`src/rtl/mem_arb_pkg.sv`:
```
// Shared types for the fetch/data memory port arbiter.
// Holds the arbiter state encoding and the owner encoding used when granting.
package mem_arb_pkg;

    typedef enum logic [1:0] {
        ARB_IDLE  = 2'd0,
        ARB_GNT_I = 2'd1,
        ARB_GNT_D = 2'd2
    } arb_state_t;

    // Which requester wins a grant decision taken in IDLE.
    localparam logic OWNER_I = 1'b0;
    localparam logic OWNER_D = 1'b1;

    // Grant state corresponding to an owner.
    function automatic arb_state_t owner_state(input logic owner);
        return (owner == OWNER_D) ? ARB_GNT_D : ARB_GNT_I;
    endfunction

endpackage

```
`src/rtl/mem_port_arbiter_starve.sv`:
```
// Saturating starvation counter for the memory port arbiter.
// Ports: clk, rst (sync, active-high), clr, inc, cnt (current count),
// at_limit (count has reached MAX). clr has priority over inc.
module arb_starve_ctr #(
    parameter int MAX   = 4,
    parameter int CNT_W = $clog2(MAX + 1)
) (
    input  logic             clk,
    input  logic             rst,
    input  logic             clr,
    input  logic             inc,
    output logic [CNT_W-1:0] cnt,
    output logic             at_limit
);

    localparam logic [CNT_W-1:0] LIMIT = CNT_W'(MAX);

    logic [CNT_W-1:0] cnt_q;
    logic [CNT_W-1:0] cnt_d;

    always_comb begin
        cnt_d = cnt_q;
        if (clr) begin
            cnt_d = '0;
        end else if (inc && (cnt_q != LIMIT)) begin
            cnt_d = cnt_q + 1'b1;
        end
    end

    always_ff @(posedge clk) begin
        if (rst) begin
            cnt_q <= '0;
        end else begin
            cnt_q <= cnt_d;
        end
    end

    assign cnt      = cnt_q;
    assign at_limit = (cnt_q == LIMIT);

endmodule

```
`src/rtl/mem_port_arbiter.sv`:
```
// Arbiter sharing one variable-latency memory port between fetch (read-only)
// and data (read/write) requesters. Data side wins unless fetch has been
// passed over STARVE_MAX times in a row.
// Ports: clk, rst (sync, active-high); fetch i_req/i_addr -> i_ack/i_rdata;
// data d_req/d_we/d_addr/d_wdata -> d_ack/d_rdata; memory side
// mem_req/mem_we/mem_addr/mem_wdata -> mem_ack/mem_rdata.
module mem_port_arbiter
    import mem_arb_pkg::*;
#(
    parameter int ADDR_W     = 32,
    parameter int DATA_W     = 32,
    parameter int STARVE_MAX = 4
) (
    input  logic              clk,
    input  logic              rst,
    input  logic              i_req,
    input  logic [ADDR_W-1:0] i_addr,
    output logic              i_ack,
    output logic [DATA_W-1:0] i_rdata,
    input  logic              d_req,
    input  logic              d_we,
    input  logic [ADDR_W-1:0] d_addr,
    input  logic [DATA_W-1:0] d_wdata,
    output logic              d_ack,
    output logic [DATA_W-1:0] d_rdata,
    output logic              mem_req,
    output logic              mem_we,
    output logic [ADDR_W-1:0] mem_addr,
    output logic [DATA_W-1:0] mem_wdata,
    input  logic              mem_ack,
    input  logic [DATA_W-1:0] mem_rdata
);

    localparam int CNT_W = $clog2(STARVE_MAX + 1);

    arb_state_t        state_q, state_d;
    logic              mem_req_q, mem_req_d;
    logic              mem_we_q, mem_we_d;
    logic [ADDR_W-1:0] mem_addr_q, mem_addr_d;
    logic [DATA_W-1:0] mem_wdata_q, mem_wdata_d;

    logic [CNT_W-1:0]  starve_cnt;
    logic              starve_lim;
    logic              pick_d;
    logic              owner;
    logic              cnt_clr;
    logic              cnt_inc;

    // Data wins unless fetch is waiting and has hit the starvation limit.
    assign pick_d = d_req && !(i_req && starve_lim);
    assign owner  = pick_d ? OWNER_D : OWNER_I;

    // Completion is only recognised in the matching grant state, so a
    // stray mem_ack while idle produces nothing.
    assign i_ack   = (state_q == ARB_GNT_I) && mem_ack;
    assign d_ack   = (state_q == ARB_GNT_D) && mem_ack;
    assign i_rdata = i_ack ? mem_rdata : '0;
    assign d_rdata = d_ack ? mem_rdata : '0;

    // Count data completions that overtook a waiting fetch.
    assign cnt_inc = d_ack && i_req;
    assign cnt_clr = i_ack || (d_ack && !i_req);

    always_comb begin
        state_d     = state_q;
        mem_req_d   = mem_req_q;
        mem_we_d    = mem_we_q;
        mem_addr_d  = mem_addr_q;
        mem_wdata_d = mem_wdata_q;
        unique case (state_q)
            ARB_IDLE: begin
                if (pick_d || i_req) begin
                    state_d     = owner_state(owner);
                    mem_req_d   = 1'b1;
                    mem_we_d    = (owner == OWNER_D) ? d_we : 1'b0;
                    mem_addr_d  = (owner == OWNER_D) ? d_addr : i_addr;
                    mem_wdata_d = (owner == OWNER_D) ? d_wdata : '0;
                end
            end
            ARB_GNT_I, ARB_GNT_D: begin
                if (mem_ack) begin
                    state_d   = ARB_IDLE;
                    mem_req_d = 1'b0;
                end
            end
            default: begin
                state_d   = ARB_IDLE;
                mem_req_d = 1'b0;
            end
        endcase
    end

    always_ff @(posedge clk) begin
        if (rst) begin
            state_q     <= ARB_IDLE;
            mem_req_q   <= 1'b0;
            mem_we_q    <= 1'b0;
            mem_addr_q  <= '0;
            mem_wdata_q <= '0;
        end else begin
            state_q     <= state_d;
            mem_req_q   <= mem_req_d;
            mem_we_q    <= mem_we_d;
            mem_addr_q  <= mem_addr_d;
            mem_wdata_q <= mem_wdata_d;
        end
    end

    arb_starve_ctr #(
        .MAX   (STARVE_MAX),
        .CNT_W (CNT_W)
    ) u_starve (
        .clk      (clk),
        .rst      (rst),
        .clr      (cnt_clr),
        .inc      (cnt_inc),
        .cnt      (starve_cnt),
        .at_limit (starve_lim)
    );

    assign mem_req   = mem_req_q;
    assign mem_we    = mem_we_q;
    assign mem_addr  = mem_addr_q;
    assign mem_wdata = mem_wdata_q;

endmodule

```
`config.mk`:
```
export PLATFORM = sky130hd
export DESIGN_NAME = mem_port_arbiter
export DESIGN_NICKNAME = d
export VERILOG_FILES = /design/src/rtl/mem_arb_pkg.sv /design/src/rtl/mem_port_arbiter_starve.sv /design/src/rtl/mem_port_arbiter.sv
export SDC_FILE = /design/constraint.sdc
export NUM_CORES = 1
export LEC_CHECK = 0
export ABC_AREA = 0
export CAP_MARGIN = 20
export CORE_AREA = 2 2 104 106
export DETAILED_ROUTE_END_ITERATION = 6
export DIE_AREA = 0 0 106 108
export DONT_BUFFER_PORTS = 1
export SLEW_MARGIN = 20
export SYNTH_ARGS = -nofsm -noshare
export SYNTH_HDL_FRONTEND = slang
export SYNTH_SLANG_ARGS = --single-unit
export TNS_END_PERCENT = 1
```
`constraint.sdc`:
```
create_clock -name clk -period 1.88 [get_ports clk]
set_input_delay 0.376 -clock clk [delete_from_list [all_inputs] [get_ports clk]]
set_output_delay 0.376 -clock clk [all_outputs]
set_load 0.01 [all_outputs]
```
==> results by group <==
Status
  • Result of the run: complete, no violations

Worst setup path
  • Worst r2r path cells: 6
  • Cell family with most CP delay: flip-flops
  • Crit-path max cell delay: 0.34 ns
  • Critical R2R Launch: u_starve.cnt[0]$_SDFFE_PP0P_
  • Critical-path cell list: inv_1 > ha_2 > buf_12 > and3_1
  • Worst R2R End: mem_addr[0]$_SDFFE_PP0P_
  • Worst Path Buf+Inv: 2
  • Crit path launch: state_q[0]$_SDFFE_PP0P_
  • CP max stage cell: dfxtp_2
  • Crit. End Element: primary output
  • CP Data Required Time: roughly 1.5 ns
  • Startpoint types: flop
  • WP data arrival: 1.44 ns
  • R2R setup slack: 0.21 ns
  • Setup CP Type: flop to primary output
  • Worst Path Max Fanout: 32

Clocking
  • Worst-Skew Late Latency: 0.34 ns
  • Hold_buf cts: 0
  • Reg clk slew, reported paths: 0.07 ns
  • Clock buffer depth: 2
  • CTS sink cnt: between 70 and 80
  • CTS tree: yes
  • CTS buffer count: 9
  • CTS root buffer: clkbuf_8
  • H-tree levels: 3
  • Setup Fix Bufs, Post-CTS: 0

Timing
  • Final Slew Violations: 0
  • Final setup violation count: 0
  • Setup_tns: 0 ns
  • Clock skew: 0.00963 ns
  • Slew HR: ~64%
  • Worst Max-Slew Pin Slew: 0.535 ns
  • Crit share post-route: 96.5%
  • Minimum clock period after layout: 1.81 ns
  • Final hold vios: 0
  • Unrepaired setup endpoints after global routing: true
  • Fmax: 551 MHz

Floorplan
  • Core Area: 10200 µm²
  • I/O pin count: 266
  • Die extent in y: 108 µm
  • Row count: 37
  • Die width: 106 µm
  • Die area: roughly 11000 µm²
  • Starting Density: 35.3%

Hold path
  • Hold path cells: 1
  • Hold path endpoint: mem_wdata[18]$_SDFFE_PP0P_
  • Origin of the worst min-delay path: rst
  • Hold WC Path Type: input pin to flop

Synthesis
  • Netlist cell types: 34
  • Synth area leaders: dfxtp_1 (39%), and3_1 (11%), a311oi_1 (7.3%), nand4_1 (5.9%), a21oi_1 (5.0%)
  • Syn_area_per_cell: between 7 and 8 µm²
  • Cell Area, Synth: 3610 µm²
  • #FFs+latches synth: 71
  • Synthesized net count: 598
  • Syn. warnings: 0
  • Yosys top cell area share: 39.4%
  • Leading area contributor after synthesis: dfxtp_1
  • Seq/Total Area, Yosys: 39.4%
  • Post-Syn Instances: 459

Detailed routing
  • Starting DRT DRC Count: 312
  • First drt pass iteration count: 4
  • Vias: ~3300
  • Drt via density: approximately 6
  • DRC viols: 0
  • Antenna-violating nets left: 0
  • Total wire length: 10900 µm
  • WL/cell: just under 20 µm

Cells and area
  • Commonest non-fill, non-tap cells in the layout: dfxtp_1 (70), and3_1 (64), a21oi_1 (36), nand4_1 (34), nand2_1 (34)
  • Final core utilization: 37.2%
  • N_diodes: 0
  • P&R area growth vs syn: 5.55%
  • Fill cells: ~1100
  • Post-route cell area: 3810 µm²
  • Commonest non-fill, non-tap cell in the layout: dfxtp_1
  • Final net count: 560
  • Layout cell share with drive strength beyond 1: 7.51%

Power
  • Power Total: 0.00351 W
  • LEAKAGE: 1.52 nW
  • Power density over the cells: roughly 920 nW/µm²
  • Max VDD drop: 0.318 mV

Placement
  • DP HPWL: 7480 µm
  • Area after DPL: roughly 3600 µm²
  • Placer Congestion: 0.804
  • Port bufs: 0

Global route
  • GR Overflow Total: 0
  • Largest net degree at the start of global routing: a little over 70
  • Tot GR Track Use: between 10% and 20%
  • Antenna violations before repair: 0
  • First-pass GRT wire length: between 15000 and 20000 µm
  • Number of global-route vias before repair: 2915

Run
  • Max cap viols: 0
-- per-stage QoR --
step	std cells	hold WS [ns]	setup WS (ns)
after floorplan	459	0.471	0.451
after global placement	546	0.451	0.175
after detailed placement	546	0.452	0.0679
after CTS	562	0.0723	-0.0421
after global routing	562	0.0709	-0.00611
final	562	0.104	0.0658
-- worst reg2reg max path, cell delays in order (launching register included) --
cell	delay, ns
dfxtp_1	0.37
inv_1	0.06
ha_1	0.24
nand3_2	0.12
buf_4	0.33
nand3_1	0.14
a311oi_1	0.31
-- area by class of cell --
| type | count | area (µm²) | area share [%] |
|---|---|---|---|
| Inverter | 5 | 18.8 | 0.493 |
| Clock inverter | 3 | 17.5 | 0.460 |
| Multi-Input combinational cell | 327 | 1920 | 50.4 |
| Clock buffer | 13 | 159 | 4.17 |
| Sequential cell | 71 | 1420 | 37.4 |
| Tap cell | 136 | 170 | 4.47 |
| Timing Repair Buffer | 7 | 103 | 2.69 |
-- power by group --
group	internal (W)	total, W	switching (W)
logic	0.000227	0.000573	0.000347
registers	0.00166	0.00184	0.000182
clock network	0.000548	0.00109	0.000547
-- synthesized netlist by cell type --
| library cell | instances |
|---|---|
| o21ai_0 | 26 |
| buf_4 | 2 |
| clkbuf_1 | 32 |
| nand3_1 | 33 |
| o211ai_1 | 1 |
| and2_1 | 3 |
| nand3_2 | 1 |
| nor2b_1 | 2 |
| a21oi_1 | 36 |
| nand4_1 | 34 |
| inv_2 | 1 |
| nor2_1 | 32 |
| ha_1 | 5 |
| o21a_2 | 1 |
| a2111oi_0 | 1 |
| and3_4 | 1 |
| or3b_1 | 1 |
| a211oi_1 | 2 |
| o21ai_1 | 12 |
| a311oi_1 | 30 |
| dfxtp_1 | 71 |
| nand2b_1 | 1 |
| buf_2 | 14 |
| clkbuf_2 | 1 |
| o21a_1 | 1 |
| and3_1 | 64 |
| or3_1 | 1 |
| a311oi_2 | 2 |
| nor3b_1 | 2 |
| inv_1 | 4 |
| nand2_1 | 34 |
| a31oi_1 | 1 |
| buf_1 | 2 |
| buf_6 | 5 |
-- metal layers --
metal	GRT usage, %	up-vias	part of all wire, %
met2	28.6	169	49
met1	20.5	1557	40
met4	6.20	0	1.3
li1	-	1605	-
met3	6.39	13	9.3
met5	0	-	0
-- repair_timing --
action                                  in CTS  in global routing
endpoints found under the setup margin      65                 65
pin swaps                                    0                  0
resized for setup                            3                  4
gates cloned                                 0                  0
-- worst max path at each step --
stage	to	slack, ns	cells past startpoint
2_1_floorplan	d_rdata[10]	0.45	4
3_3_place_gp	i_rdata[31]	0.17	3
3_5_place_dp	i_rdata[31]	0.07	3
4_1_cts	i_rdata[31]	-0.04	3
5_1_grt	d_rdata[0]	-0.006	4
6_report	d_rdata[10]	0.07	4
-- cells by family (layout without fill, tap and decap cells) --
logic type      after synthesis  count (layout)  synth area share [%]
buf+inv                      61              28                  8.11
compound gates              113             113                  19.9
flops                        71              71                  39.4
fa+ha+maj                     5               5                  1.73
simple gates                209             209                  30.9
-- flip-flops by register name (all words and copies together) (netlist names) --
signal	flops
mem_req	1
mem_addr	32
state_q	2
mem_we	1
mem_wdata	32
u_starve.cnt	3
(Power assumes the default switching activity.)
